`config.mk`:
```
export PLATFORM = sky130hd
export DESIGN_NAME = fronton_game_ctrl
export DESIGN_NICKNAME = d
export VERILOG_FILES = /design/src/rtl/pong_pkg.sv /design/src/rtl/fronton_game_ctrl_btn_sync.sv /design/src/rtl/fronton_game_ctrl.sv
export SDC_FILE = /design/constraint.sdc
export NUM_CORES = 1
export LEC_CHECK = 0
export CAP_MARGIN = 30
export CORE_MARGIN = 5
export CORE_UTILIZATION = 55
export DETAILED_ROUTE_END_ITERATION = 7
export GPL_ROUTABILITY_DRIVEN = 0
export PLACE_DENSITY = 0.89
export SLEW_MARGIN = 20
export SYNTH_ARGS = -nofsm -noshare
export SYNTH_HDL_FRONTEND = slang
export SYNTH_SLANG_ARGS = --single-unit
```
`constraint.sdc`:
```
create_clock -name px_clk -period 3.1 [get_ports px_clk]
set_clock_uncertainty 0.2 [all_clocks]
set_input_delay 0.62 -clock px_clk [delete_from_list [all_inputs] [get_ports px_clk]]
set_output_delay 0.62 -clock px_clk [all_outputs]
set_load 0.05 [all_outputs]
```
`src/rtl/pong_pkg.sv`:
```
// Purpose: shared types and constants for the fronton game controller.
// Latency: none; this package holds declarations only.
// Backpressure: not applicable.
package pong_pkg;

  // Game controller states.
  typedef enum logic [1:0] {
    ST_IDLE  = 2'd0,
    ST_SERVE = 2'd1,
    ST_PLAY  = 2'd2,
    ST_OVER  = 2'd3
  } state_t;

  // Visible display area in pixels.
  localparam int H_VISIBLE = 640;
  localparam int V_VISIBLE = 480;

  // Width of the ball step output.
  localparam int SPEED_W = 5;

endpackage

```
`src/rtl/fronton_game_ctrl_btn_sync.sv`:
```
// Purpose: 2-flop synchroniser for the raw start button plus rising-edge detect.
// Latency: a level change on i_btn shows as a one-cycle o_rise two clocks later.
// Backpressure: none; o_rise is a free-running pulse.
module btn_sync
  import pong_pkg::*;
(
  input  logic i_clk,
  input  logic i_reset,
  input  logic i_btn,
  output logic o_rise
);

  logic r_sync1;
  logic r_sync2;
  logic r_prev;

  // Two metastability stages, then a delayed copy for edge detection.
  always_ff @(posedge i_clk) begin
    if (i_reset) begin
      r_sync1 <= 1'b0;
      r_sync2 <= 1'b0;
      r_prev  <= 1'b0;
    end else begin
      r_sync1 <= i_btn;
      r_sync2 <= r_sync1;
      r_prev  <= r_sync2;
    end
  end

  assign o_rise = r_sync2 & ~r_prev;

endmodule

```
`src/rtl/fronton_game_ctrl.sv`:
```
// Purpose: fronton game FSM (IDLE/SERVE/PLAY/OVER) with lives, score and ball speed.
// Latency: every sampled event updates the registered outputs one clock later.
// Backpressure: none; pulse inputs are consumed in the cycle they arrive.
// Optional feature: define SPEED_RAMP_EN to raise speed every HITS_PER_STEP paddle hits.
module fronton_game_ctrl
  import pong_pkg::*;
#(
  parameter int LIVES         = 3,
  parameter int SPEED_INIT    = 2,
  parameter int SPEED_MAX     = 8,
  parameter int HITS_PER_STEP = 4,
  parameter int SERVE_FRAMES  = 60
) (
  input  logic               px_clk,
  input  logic               reset,
  input  logic               endframe,
  input  logic               start_btn,
  input  logic               paddle_hit,
  input  logic               ball_miss,
  output logic               run,
  output logic               serve,
  output logic [SPEED_W-1:0] speed,
  output logic [1:0]         lives,
  output logic [7:0]         counter,
  output logic               game_over
);

  localparam int FRAME_W = (SERVE_FRAMES > 1) ? $clog2(SERVE_FRAMES) : 1;

  state_t               r_state;
  state_t               w_state_nxt;
  logic [FRAME_W-1:0]   r_frame_cnt;
  logic [FRAME_W-1:0]   w_frame_cnt_nxt;
  logic [1:0]           r_lives;
  logic [1:0]           w_lives_nxt;
  logic [7:0]           r_counter;
  logic [7:0]           w_counter_nxt;
  logic [SPEED_W-1:0]   r_speed;
  logic [SPEED_W-1:0]   w_speed_nxt;
  logic                 r_serve;
  logic                 w_serve_nxt;
  logic                 r_run;
  logic                 r_game_over;
  logic                 w_start;
  logic                 w_new_game;
  logic                 w_play_hit;

  btn_sync u_btn_sync (
    .i_clk   (px_clk),
    .i_reset (reset),
    .i_btn   (start_btn),
    .o_rise  (w_start)
  );

  // Next-state and next-output decode; a miss always wins over a hit in the same cycle.
  always_comb begin
    w_state_nxt     = r_state;
    w_frame_cnt_nxt = r_frame_cnt;
    w_lives_nxt     = r_lives;
    w_counter_nxt   = r_counter;
    w_serve_nxt     = 1'b0;
    w_new_game      = 1'b0;
    w_play_hit      = 1'b0;
    case (r_state)
      ST_IDLE, ST_OVER: begin
        if (w_start) begin
          w_state_nxt     = ST_SERVE;
          w_frame_cnt_nxt = '0;
          w_lives_nxt     = 2'(LIVES);
          w_counter_nxt   = '0;
          w_serve_nxt     = 1'b1;
          w_new_game      = 1'b1;
        end
      end
      ST_SERVE: begin
        if (endframe) begin
          if (r_frame_cnt == FRAME_W'(SERVE_FRAMES - 1)) begin
            w_state_nxt     = ST_PLAY;
            w_frame_cnt_nxt = '0;
          end else begin
            w_frame_cnt_nxt = r_frame_cnt + FRAME_W'(1);
          end
        end
      end
      ST_PLAY: begin
        if (ball_miss) begin
          if (r_lives > 2'd1) begin
            w_lives_nxt     = r_lives - 2'd1;
            w_state_nxt     = ST_SERVE;
            w_frame_cnt_nxt = '0;
            w_serve_nxt     = 1'b1;
          end else begin
            w_lives_nxt = 2'd0;
            w_state_nxt = ST_OVER;
          end
        end else if (paddle_hit) begin
          w_play_hit = 1'b1;
          if (r_counter != 8'hFF) begin
            w_counter_nxt = r_counter + 8'd1;
          end
        end
      end
      default: w_state_nxt = ST_IDLE;
    endcase
  end

`ifdef SPEED_RAMP_EN
  localparam int HIT_W = (HITS_PER_STEP > 1) ? $clog2(HITS_PER_STEP) : 1;

  logic [HIT_W-1:0] r_hit_cnt;
  logic [HIT_W-1:0] w_hit_cnt_nxt;

  // Speed ramp: every HITS_PER_STEP-th hit in a game bumps speed up to SPEED_MAX.
  always_comb begin
    w_hit_cnt_nxt = r_hit_cnt;
    w_speed_nxt   = r_speed;
    if (w_new_game) begin
      w_hit_cnt_nxt = '0;
      w_speed_nxt   = SPEED_W'(SPEED_INIT);
    end else if (w_play_hit) begin
      if (r_hit_cnt == HIT_W'(HITS_PER_STEP - 1)) begin
        w_hit_cnt_nxt = '0;
        if (r_speed < SPEED_W'(SPEED_MAX)) begin
          w_speed_nxt = r_speed + SPEED_W'(1);
        end
      end else begin
        w_hit_cnt_nxt = r_hit_cnt + HIT_W'(1);
      end
    end
  end

  // Hit counter register for the speed ramp.
  always_ff @(posedge px_clk) begin
    if (reset) begin
      r_hit_cnt <= '0;
    end else begin
      r_hit_cnt <= w_hit_cnt_nxt;
    end
  end
`else
  logic w_unused_ramp_cfg;

  assign w_speed_nxt       = SPEED_W'(SPEED_INIT);
  assign w_unused_ramp_cfg = w_new_game ^ w_play_hit ^ (HITS_PER_STEP > 0) ^ (SPEED_MAX > 0);
`endif

  // State register and registered outputs; reset overrides every event.
  always_ff @(posedge px_clk) begin
    if (reset) begin
      r_state     <= ST_IDLE;
      r_frame_cnt <= '0;
      r_lives     <= 2'd0;
      r_counter   <= 8'd0;
      r_speed     <= SPEED_W'(SPEED_INIT);
      r_serve     <= 1'b0;
      r_run       <= 1'b0;
      r_game_over <= 1'b0;
    end else begin
      r_state     <= w_state_nxt;
      r_frame_cnt <= w_frame_cnt_nxt;
      r_lives     <= w_lives_nxt;
      r_counter   <= w_counter_nxt;
      r_speed     <= w_speed_nxt;
      r_serve     <= w_serve_nxt;
      r_run       <= (w_state_nxt == ST_PLAY);
      r_game_over <= (w_state_nxt == ST_OVER);
    end
  end

  assign run       = r_run;
  assign serve     = r_serve;
  assign speed     = r_speed;
  assign lives     = r_lives;
  assign counter   = r_counter;
  assign game_over = r_game_over;

endmodule
```
# Word-level counts from Yosys, hierarchy flattened
# Index checks and enable logic that the tools add are counted.
[op_classes] n_eq_ne=14 n_lt_le_gt_ge=1 muxes=25 bitwise=2 add_sub_neg=3 n_reduce_logical=6
[ops] operator="two-way mux 8 bit" count=4
[ops] operator="two-way mux 6 bit" count=5
[ops] operator="case mux 6 bit (3 select lines)" count=1
[ops] operator="two-way mux 2 bit" count=8
[ops] operator="case mux 8 bit (2 select lines)" count=1
[ops] operator="inequality test 2 bit (second input constant)" count=6
[ops] operator="adder 8 x 1 -> 8 bit (second input constant)" count=1
[ops] operator="equality test 2 bit (second input constant)" count=4
[ops] operator="inequality test 8 bit (second input constant)" count=1
[ops] operator="adder 6 x 1 -> 6 bit (second input constant)" count=1
[ops] operator="equality test 6 bit (second input constant)" count=1
[ops] operator="case mux 2 bit (3 select lines)" count=1
[ops] operator="AND reduction 5 bit" count=1
[ops] operator="case mux 2 bit (2 select lines)" count=1
[ops] operator="AND reduction 4 bit" count=1
[ops] operator="two-way mux 1 bit" count=3
[ops] operator="AND reduction 3 bit" count=1
[ops] operator="equality test 2 x 1 -> 1 bit (second input constant)" count=1
[ops] operator="greater-than comparator 2 x 1 -> 1 bit (second input constant)" count=1
[ops] operator="logical NOT 2 bit" count=1
[ops] operator="inequality test 2 x 1 -> 1 bit (second input constant)" count=1
[ops] operator="case mux 1 bit (2 select lines)" count=1
[ops] operator="nonzero test 2 bit" count=1
[ops] operator="OR reduction 2 bit" count=1
[ops] operator="3 further kinds" count=3
[totals] in_bits=6 elab_cells=61 register_bits=24 output_inout_bits=18

# Longest topological paths before layout
# Gate-level depths: netlist (run 1).
[logic_depth] depth_word=5 depth_mapped=7 mapped_depth_nobuf=6

# Hierarchy
# A second synthesis (run 1) with hierarchy kept.
[unflattened] cells_unflattened=151 area_unflattened_um2=1276.2
[by_module_without_submodules] module="fronton_game_ctrl" n_inst=1 seq_area_each_um2=420.4 area_per_inst_um2=1188.6 cells_each=144
[by_module_without_submodules] module="btn_sync" n_inst=1 seq_area_each_um2=60.1 area_per_inst_um2=87.6 cells_each=7

# Least setup slack after synthesis (run 1)
# OpenSTA, ideal clock, no wires.
[synth_path] path_kind="register -> register" start="reg r_counter[0] (netlist: counter[0])" end="reg r_counter[2] (netlist: counter[2])" required_ps=2747 period_less_slack_ps=2146 setup_time_ps=153 slack_ps=954 arrival_time_ps=1793 n_path_buf=1 stages_incl_launch_ff=7 cell_sequence="dfxtp_1 -> ha_1 -> nand3_1 -> or2_2 -> clkbuf_1 -> a31oi_1 -> a31oi_1"
[synth_between] elab_chain_len=5 elab_cells_between_ends=8 classes_between="1 x add/sub; 2 x eq/ne; 4 x mux; 1 x reduce/logical"
[synth_lines] item="start, declared" line_no="fronton_game_ctrl.sv:36" text="logic [7:0] r_counter;"
[synth_lines] item="start signal, assigned" line_no="fronton_game_ctrl.sv:162" text="r_counter <= w_counter_nxt;"
[synth_lines] item="adder 8 x 1 -> 8 bit" line_no="fronton_game_ctrl.sv:99" text="w_counter_nxt = r_counter + 8'd1;"
[synth_lines] item="two-way mux 8 bit" line_no="fronton_game_ctrl.sv:98" text="if (r_counter != 8'hFF) begin"
[synth_lines] item="two-way mux 8 bit" line_no="fronton_game_ctrl.sv:96" text="end else if (paddle_hit) begin"
[synth_lines] item="two-way mux 8 bit" line_no="fronton_game_ctrl.sv:86" text="if (ball_miss) begin"
[synth_lines] item="case mux 8 bit (2 select lines)" line_no="fronton_game_ctrl.sv:64" text="case (r_state)"
# Several ways; a longest one is shown, not always the timed one. The select of a mux whose other input is x is not followed.
# A chain may end at the register's enable or synchronous reset.

# Worst setup path in the final report (run 1)
[layout_path] start="reg r_counter[5] (netlist: counter[5])" end="out counter[5]"
[layout_lines] item="end, declared" line_no="fronton_game_ctrl.sv:24" text="output logic [7:0] counter,"
# No word-level cell between the ends.

==> results of run 1 <==
==> flip-flops by register name, summed over array words and instances, names as in the netlist <==
register,cells
r_state,2
r_frame_cnt,6
u_btn_sync.r_sync2,1
u_btn_sync.r_sync1,1
lives,2
serve,1
counter,8
run,1
u_btn_sync.r_prev,1
game_over,1
==> cell type report <==
cell class                 count  area, µm²
clock inverter                 1       30.0
clock buffer                   3       22.5
timing repair buffer          20        195
inverter                       9       33.8
tap                           28       35.0
sequential                    24        480
fill                         203        714
multi-input combinational    121        743
==> kinds of logic after synthesis <==
| logic type | count (synthesis) | synth area share (%) |
|---|---|---|
| AO/OA/AOI/OAI | 44 | 22.4 |
| flip-flops | 24 | 36.6 |
| adder cells (fa/ha/maj) | 4 | 3.82 |
| other | 2 | 0.573 |
| buffers and inverters | 21 | 7.54 |
| AND/OR/NAND/NOR | 68 | 29.0 |
==> Yosys cell counts <==
cell	n
a32oi_1	1
buf_4	5
o21ai_0	10
a211oi_1	3
clkbuf_1	6
o2bb2ai_1	1
or3_1	3
inv_1	9
buf_2	1
o21a_1	1
a41oi_1	1
a31oi_1	10
nor2_1	12
o211a_1	1
o21ai_1	1
a211o_1	2
or2_2	2
nor4bb_1	1
nand2_1	7
conb_1	2
nand2b_4	1
nand4_1	6
o31ai_1	2
o2111a_1	1
ha_1	4
or3b_2	1
o211ai_1	1
a31o_2	1
nor3_1	4
a222oi_1	2
a21oi_1	6
nor2b_1	9
and3b_1	2
nand2b_1	7
dfxtp_1	24
and3_1	2
nor3b_1	1
nand3_1	10
==> metal layers <==
metal  up-vias  part of all wire, %  global-route usage [%]
li1        613                    -                       -
met1       594                   44                    24.5
met2        43                   49                    33.9
met3         4                  5.6                    2.41
met4         0                  1.0                    8.09
met5         -                    0                       0
==> power breakdown <==
part           total (µW)  internal, µW  switching [µW]
clock                 222           131            91.6
sequential            318           313            4.63
combinational        76.2          26.4            49.8
total                 616           470             146
==> worst paths after layout <==
check / start / end / slack [ns]
max: counter[5]$_SDFFE_PP0P_ / counter[5] / 0.63
min: u_btn_sync.r_sync1$_SDFF_PP0_ / u_btn_sync.r_sync2$_SDFF_PP0_ / 0.26
max reg2reg: r_state[0]$_SDFF_PP0_ / counter[2]$_SDFFE_PP0P_ / 0.74
min reg2reg: u_btn_sync.r_sync1$_SDFF_PP0_ / u_btn_sync.r_sync2$_SDFF_PP0_ / 0.26
==> through the flow <==
step	hold WS (ns)	total power [µW]	std cells	setup WS [ns]	utilization (%)
global placement	0.239	397	202	0.684	66.0
CTS	0.266	621	206	0.633	68.3
global route	0.293	648	206	0.531	68.3
finish	0.264	616	206	0.631	68.3
detailed placement	0.228	400	202	0.548	66.0
floorplan	0.214	383	166	0.954	-
==> results.md, run 1 <==
- CTS max path bufs: 2
- GRT overflow: 0
- Initial antenna violation count: 0
- Fmax: 0.405 GHz
- Design Area, Final: roughly 1500 µm²
- Total Nets Final: roughly 190
- Status: complete, no violations
- Tightest Hold Check Type: reg -> reg
- TritonCTS clock tree: done
- CTS Hold Bufs: 0
- Setup CP Type: reg -> out
- H-tree depth: 1
- Worst-margin pin slew: approximately 0.56 ns
- R2R cell count: 6
- Yosys cell types: 38
- Delay-heaviest family, CP: buffers and inverters
- Max stage delay cell, worst path: clkdlybuf4s50_1
- WP data arrival: around 1.7 ns
- Commonest non-fill, non-tap cell in the layout: dfxtp_1
- Final worst path period need: 2.47 ns
- Core ar.: around 2300 µm²
- Vias after detailed routing: between 1,000 and 1,500
- Setup Fix Bufs, Post-CTS: 0
- Post-cts sizing count: 0
- Mean Syn Cell Area: 8.04 µm²
- Post-Syn Area: roughly 1300 µm²
- Commonest cells after routing, fill and taps aside: dfxtp_1, clkdlybuf4s50_1, nor2_1
- Routed len/inst: 15.0 µm
- Drc violations: 0
- Total Wirelength: 3100 µm
- Vias per cell: 6.09
- Clk slew on worst S/H paths: 0.14 ns
- Critical path's largest stage delay: around 0.86 ns
- Hold Vio Cnt, Final: 0
- Num Clock Sinks: 24
- Clock Tree Root: clkbuf_4
- 1st-iter DRT viols: 52
- Worst vdd ir: roughly 320 µV
- Yosys Warn Count: 0
- Vias in the first global route: 1,222
- Max_slew headroom: 62.7%
- Layout cells sized above 1: 6.18%
- Worst Path Max Fanout: 6
- Layout area overhead: 17.5%
- CP endpoint kind: output pin
- Yosys top cell by area: dfxtp_1
- Final setup violation count: 0
- Post-Synthesis Cells: approximately 160
- Worst-path cell chain: clkdlybuf4s50_1
- First-pass GRT wire length: around 5500 µm
- Sequential element share of the synthesized area: between 30% and 40%
- Die area: ~3500 µm²
- Post-route ant nets: 0
- WP buf/inv: 1
- Largest net degree at the start of global routing: 20
- Crit path depth: 1
- Row cnt: 17
- Post-synth top area share: between 30 and 40%
- Die width: just under 60 µm
- Max-slew violation count: 0
- Setup TNS: 0 ns
- Worst EP required: ~2.3 ns
- Antenna cells: 0
- Max-cap viol count: 0
- Critical path launch point type: flip-flop
- I/O pin count: 24
- Starting Density: between 50% and 60%
- Die height: between 50 and 60 µm
- Cell depth of the worst hold path: 1
- Final Cycle Share: between 70 and 80%
- RSZ-0062 raised after global routing: no
- Leakage: about 0.00054 µW
- Dpl cell area: 1490 µm²
- Top post-synthesis cells by area: dfxtp_1, a31oi_1, nor2b_1
- Drt first pass iters: 4
- FF+latch count, synth: 24
- Power Dens Cells: approximately 400 nW/µm²
- Num CTS Buffers: 3
- Worst-skew pair later-pin latency: between 0.3 and 0.4 ns
- Hpwl dp: between 2000 and 2500 µm
- IO Port Bufs: 18
- GRT Util Overall: between 10% and 20%
(Power assumes the default switching activity.)
==> run 2, diff against run 1 <==
- CORE_UTILIZATION: 55 -> 46
- PLACE_DENSITY: 0.89 -> 0.8
- clock period: 3.1 -> 2.1 ns (I/O delays scaled with it)
==> results.md, run 2 (same netlist as run 1, synthesis figures left out) <==
- I/O pin count: 24 (unchanged)
- Power Dens Cells: 529 nW/µm² (+32%)
- Clk slew on worst S/H paths: 0.13 ns (about the same)
- Largest net degree at the start of global routing: 20 (unchanged)
- Die width: 63.4 µm (+7.8%)
- First-pass GRT wire length: 5070 µm (-7.1%)
- Leakage: 0.000652 µW (+20%)
- Drt first pass iters: 4 (unchanged)
- Combinational share of power: 14.5% (+2.1 points)
- Sequential power share: 56.0% (+4.4 points)
- Vias in the first global route: 1,187 (-2.9%)
- Hold Vio Cnt, Final: 0 (unchanged)
- Psw: 223 µW (+53%)
- Worst EP required: 2.14 ns (-0.14 ns)
- Vias per cell: 5.87 (-3.7%)
- Num Clock Sinks: 24 (unchanged)
- Commonest non-fill, non-tap cell in the layout: dfxtp_1
- Clock Tree Root: clkbuf_4
- WP data arrival: 1.99 ns (+0.34 ns)
- CTS max path bufs: 2 (unchanged)
- R2R cell count: 6 (unchanged)
- Worst hold margin: 0.270 ns (+0.00554 ns)
- Tightest Hold Check Type: reg -> reg
- Hold path startpoint: u_btn_sync.r_sync1$_SDFF_PP0_
- Layout area overhead: 20.8%
- RR Startpoint: r_state[0]$_SDFF_PP0_
- GRT overflow: 0 (unchanged)
- Status: complete, no violations
- Post-route ant nets: 0 (unchanged)
- Max FFs per register: 8 (unchanged)
- CP endpoint kind: flip-flop
- Fmax: 0.513 GHz
- Max_slew headroom: 66.1% (+3.4 points)
- Starting Density: 48.0% (-10 points)
- Drc violations: 0 (unchanged)
- Clock share of power: 29.6% (-6.5 points)
- Vias after detailed routing: 1,261 (+0.56%)
- Layout cells sized above 1: 17.4% (+11 points)
- TritonCTS clock tree: done
- Final worst path period need: a little under 2 ns
- Die height: 63.4 µm (+7.8%)
- Final setup violation count: 0 (unchanged)
- 1st-iter DRT viols: 68 (+31%)
- Worst reg2reg endpoint: r_frame_cnt[2]$_SDFFE_PP0P_
- Row cnt: 19 (+2)
- Critical path launch point type: flip-flop
- IO Port Bufs: 18 (unchanged)
- Fin worst setup slack: 0.151 ns (-0.480 ns)
- Setup Fix Bufs, Post-CTS: 0 (unchanged)
- H-tree depth: 1 (unchanged)
- Worst-skew pair later-pin latency: 0.32 ns (about the same)
- Setup CP Type: reg -> reg
- Place WS: -0.0581 ns (-0.606 ns)
- Final Cycle Share: 92.8%
- CTS Hold Bufs: 0 (unchanged)
- Commonest cells after routing, fill and taps aside: dfxtp_1, buf_4, nor2_1
- Die area: 4020 µm² (+16%)
- Max-cap viol count: 0 (unchanged)
- GRT Util Overall: 14.7% (-4.9 points)
- Cell depth of the worst hold path: 1 (unchanged)
- Total Wirelength: 2950 µm (-4.7%)
- Initial antenna violation count: 0 (unchanged)
- Hpwl dp: 2130 µm (-5.2%)
- Switching portion of total power: 26.6% (+2.9 points)
- Core ar.: 2730 µm² (+21%)
- Antenna cells: 0 (unchanged)
- R2r setup slk: 0.15 ns (-0.59 ns)
- Max-slew violation count: 0 (unchanged)
- Internal Power: 616 µW (+31%)
- Worst Hold End: u_btn_sync.r_sync2$_SDFF_PP0_
- Worst-margin pin slew: 0.508 ns (-0.0478 ns)
- Total Nets Final: 195 (+3.2%)
- Worst vdd ir: 590 µV (+85%)
- Worst Path Max Fanout: 11 (+5)
- RSZ-0062 raised after global routing: no
- Num CTS Buffers: 3 (unchanged)
- Routed len/inst: 13.7 µm (-8.6%)
==> run 2: cell types whose count changed in the layout (fill, tap and decap cells not counted), sizes merged <==
cell / previous run / this run
buf: 2 / 18
clkdlybuf4s50: 18 / 5
dlymetal6s2s: 0 / 3
bufinv: 1 / 0
clkbuf: 3 / 4
==> run 2: layer usage <==
layer	GRT usage, %	wire length, µm	vias to the layer above
met4	3.12	9	0
met2	25.0	1420	36
met3	4.97	168	2
li1	-	-	633
met5	0	0	-
met1	18.0	1350	590
==> run 2: worst max path at each step <==
stage / start / endpoint / slack (ns) / depth (start not counted)
CTS: run$_SDFF_PP0_ / run / 0.004 / 1
global route: r_state[0]$_SDFF_PP0_ / counter[2]$_SDFFE_PP0P_ / 0.006 / 7
finish: r_state[0]$_SDFF_PP0_ / r_frame_cnt[2]$_SDFFE_PP0P_ / 0.15 / 6
detailed placement: ball_miss / r_frame_cnt[2]$_SDFFE_PP0P_ / -0.06 / 6
floorplan: lives[1]$_SDFFE_PP0P_ / r_frame_cnt[0]$_SDFFE_PP0P_ / 0.04 / 4
global placement: endframe / r_frame_cnt[0]$_SDFFE_PP0P_ / -0.02 / 6
==> run 2: stage by stage <==
step	total power (µW)	setup TNS, ns	std cells	utilization, %	instance area, µm²
2_1_floorplan	566	0	166	-	1330
3_3_place_gp	596	-0.0245	211	55.8	1530
3_5_place_dp	598	-0.105	211	55.8	1530
4_1_cts	847	0	215	57.2	1560
5_1_grt	875	0	215	57.9	1580
6_report	839	0	215	57.9	1580
==> run 2: cell type report <==
| cell class | instances | area (µm²) |
|---|---|---|
| fill | 257 | 1150 |
| multi-input combinational | 121 | 757 |
| timing repair buffer | 26 | 235 |
| clock buffer | 4 | 36.3 |
| sequential | 24 | 483 |
| inverter | 9 | 33.8 |
| tap | 31 | 38.8 |
==> run 2: critical path: stages (launching register included) <==
cell and delay (ns):
dfxtp_1 0.39, inv_1 0.06, ha_2 0.35, a222oi_1 0.30
buf_4 0.21, nand3_1 0.15, o31ai_1 0.22
==> run 2: repair_timing <==
action / in CTS / in global routing
resized for setup: 0 / 6
hold endpoints to repair: 0 / 0
endpoints found under the setup margin: 0 / 15
==> run 2: power groups by stage <==
stage | clock (µW) | combinational (µW) | sequential (µW)
floorplan | 0 | 76.7 | 489
global placement | 0 | 117 | 479
detailed placement | 0 | 119 | 479
CTS | 258 | 120 | 469
global route | 274 | 130 | 471
finish | 248 | 121 | 469
==> run 3, diff against run 2 <==
- PLACE_DENSITY: 0.8 -> 0.75
==> results.md, run 3 (same netlist as run 1, synthesis figures left out) <==
- Clock Tree Root: clkbuf_4
- TritonCTS clock tree: done
- Dpl cell area: 1520 µm² (-0.49%)
- R2R cell count: 7 (+1)
- Worst reg2reg endpoint: counter[6]$_SDFFE_PP0P_
- Max stage delay cell, worst path: ha_2
- Fmax: 0.502 GHz (-2.2%)
- Largest net degree at the start of global routing: 20 (unchanged)
- Critical Path End: counter[6]$_SDFFE_PP0P_
- Worst-skew pair later-pin latency: 0.32 ns (about the same)
- H-tree depth: 1 (unchanged)
- Num CTS Buffers: 3 (unchanged)
- Drt first pass iters: 5 (+1)
- Finished Layout Cells: 214 (-0.47%)
- GRT Util Overall: 16.3% (+1.6 points)
- Hpwl dp: 2220 µm (+4.0%)
- RR Startpoint: r_state[0]$_SDFF_PP0_
- Worst Path Max Fanout: 11 (unchanged)
- Worst vdd ir: 470 µV (-20%)
- Num Clock Sinks: 24 (unchanged)
- Commonest cells after routing, fill and taps aside: dfxtp_1, buf_4, nor2_1
- CTS max path bufs: 2 (unchanged)
- WP data arrival: 2.01 ns (+0.02 ns)
- GRT overflow: 0 (unchanged)
- Setup CP Type: reg -> reg
- Critical path launch point type: flip-flop
- Post-route ant nets: 0 (unchanged)
- Max_slew headroom: 66.8% (+0.70 points)
- Layout cells sized above 1: 16.4% (-1.0 points)
- Worst-margin pin slew: 0.498 ns (-0.0105 ns)
- Hold Vio Cnt, Final: 0 (unchanged)
- Total Nets Final: 194 (-0.51%)
- WP buf/inv: 2 (unchanged)
- Antenna cells: 0 (unchanged)
- Total Wirelength: 3120 µm (+5.7%)
- Max-cap viol count: 0 (unchanged)
- Layout area overhead: 19.8%
- Final setup violation count: 0 (unchanged)
- Max FFs per register: 8 (unchanged)
- Final worst path period need: 1.99 ns (+0.0447 ns)
- First-pass GRT wire length: 5460 µm (+7.6%)
- Starting Density: 48.0% (unchanged)
- I/O pin count: 24 (unchanged)
- CP endpoint kind: flip-flop
- Crit path launch: r_state[0]$_SDFF_PP0_
- Crit path depth: 7 (+1)
- Max-slew violation count: 0 (unchanged)
- R2r setup slk: 0.11 ns (-0.04 ns)
- Final Cycle Share: 94.9% (+2.1 points)
- Vias per cell: 5.95 (+1.4%)
- Power Dens Cells: 535 nW/µm² (+1.0%)
- Commonest non-fill, non-tap cell in the layout: dfxtp_1
- Routed len/inst: 14.6 µm (+6.2%)
- Status: complete, no violations
- Clk slew on worst S/H paths: 0.13 ns (about the same)
- Initial antenna violation count: 0 (unchanged)
- Setup Fix Bufs, Post-CTS: 0 (unchanged)
- Die width: 63.4 µm (unchanged)
- Drc violations: 0 (unchanged)
- IO Port Bufs: 18 (unchanged)
- Tightest Hold Check Type: reg -> reg
- Worst-path cell chain: inv_1 > ha_2 > nor4bb_2 > nor2_1 > o21ai_1 > buf_4 > a31oi_1
- Core ar.: 2730 µm² (unchanged)
- Inst Count DP: 210 (-0.47%)
- Critical path's largest stage delay: 0.43 ns (+0.04 ns)
- Worst EP required: 2.12 ns (-0.02 ns)
- Die area: 4020 µm² (unchanged)
- Design Area, Final: 1570 µm² (-0.79%)
- Die height: 63.4 µm (unchanged)
- Row cnt: 19 (unchanged)
- Leakage: 0.000644 µW (-1.2%)
- Vias after detailed routing: 1,273 (+0.95%)
- Delay-heaviest family, CP: simple AND/OR/NAND/NOR gates
- Vias in the first global route: 1,276 (+7.5%)
- 1st-iter DRT viols: 68 (unchanged)
-- run 3: layout make-up --
type | count | area (µm²)
Sequential cell | 24 | 483
Fill cell | 242 | 1160
Clock buffer | 4 | 36.3
Multi-Input combinational cell | 121 | 752
Inverter | 9 | 33.8
Tap cell | 31 | 38.8
Timing Repair Buffer | 25 | 228
-- run 3: metrics by stage --
stage          hold slack [ns]  setup WS [ns]  utilization, %  TNS, ns  total power [µW]
5_1_grt                  0.283        -0.0228            57.5  -0.0572               886
4_1_cts                  0.267        0.00737            56.9        0               843
6_report                 0.262          0.107            57.5        0               841
3_5_place_dp             0.236        -0.0676            55.6  -0.0725               597
2_1_floorplan            0.214         0.0425               -        0               566
3_3_place_gp             0.248         0.0487            55.6        0               595
-- run 3: worst register-to-register path, cell delays in order (launching register included) --
cell	delay (ns)
dfxtp_1	0.40
inv_1	0.06
ha_2	0.43
nor4bb_2	0.41
nor2_1	0.07
o21ai_1	0.08
buf_4	0.16
a31oi_1	0.09
-- run 3: routing by layer --
layer	vias to the layer above	wire length (µm)	global-route usage [%]
met4	0	36	5.71
met3	7	187	5.33
met1	603	1320	18.2
li1	623	-	-
met2	40	1580	28.7
met5	-	0	0
-- run 3: what timing repair did --
item / in CTS / in global routing
hold buffers: 0 / 0
gates resized for setup: 0 / 5
setup endpoints to repair: 0 / 15
-- run 3: report_power, final --
part,switching (µW),internal [µW],total (µW)
sequential,7.06,462,469
combinational,74.5,46.2,121
clock,144,106,251
-- run 3: how the worst min path moves through the flow --
stage                                  start                             to  slack (ns)  cells past startpoint
6_report       u_btn_sync.r_sync1$_SDFF_PP0_  u_btn_sync.r_sync2$_SDFF_PP0_        0.26                      1
5_1_grt        u_btn_sync.r_sync1$_SDFF_PP0_  u_btn_sync.r_sync2$_SDFF_PP0_        0.28                      1
4_1_cts        u_btn_sync.r_sync1$_SDFF_PP0_  u_btn_sync.r_sync2$_SDFF_PP0_        0.27                      1
3_5_place_dp   u_btn_sync.r_sync1$_SDFF_PP0_  u_btn_sync.r_sync2$_SDFF_PP0_        0.24                      1
3_3_place_gp   u_btn_sync.r_sync1$_SDFF_PP0_  u_btn_sync.r_sync2$_SDFF_PP0_        0.25                      1
2_1_floorplan  u_btn_sync.r_sync1$_SDFF_PP0_  u_btn_sync.r_sync2$_SDFF_PP0_        0.21                      1
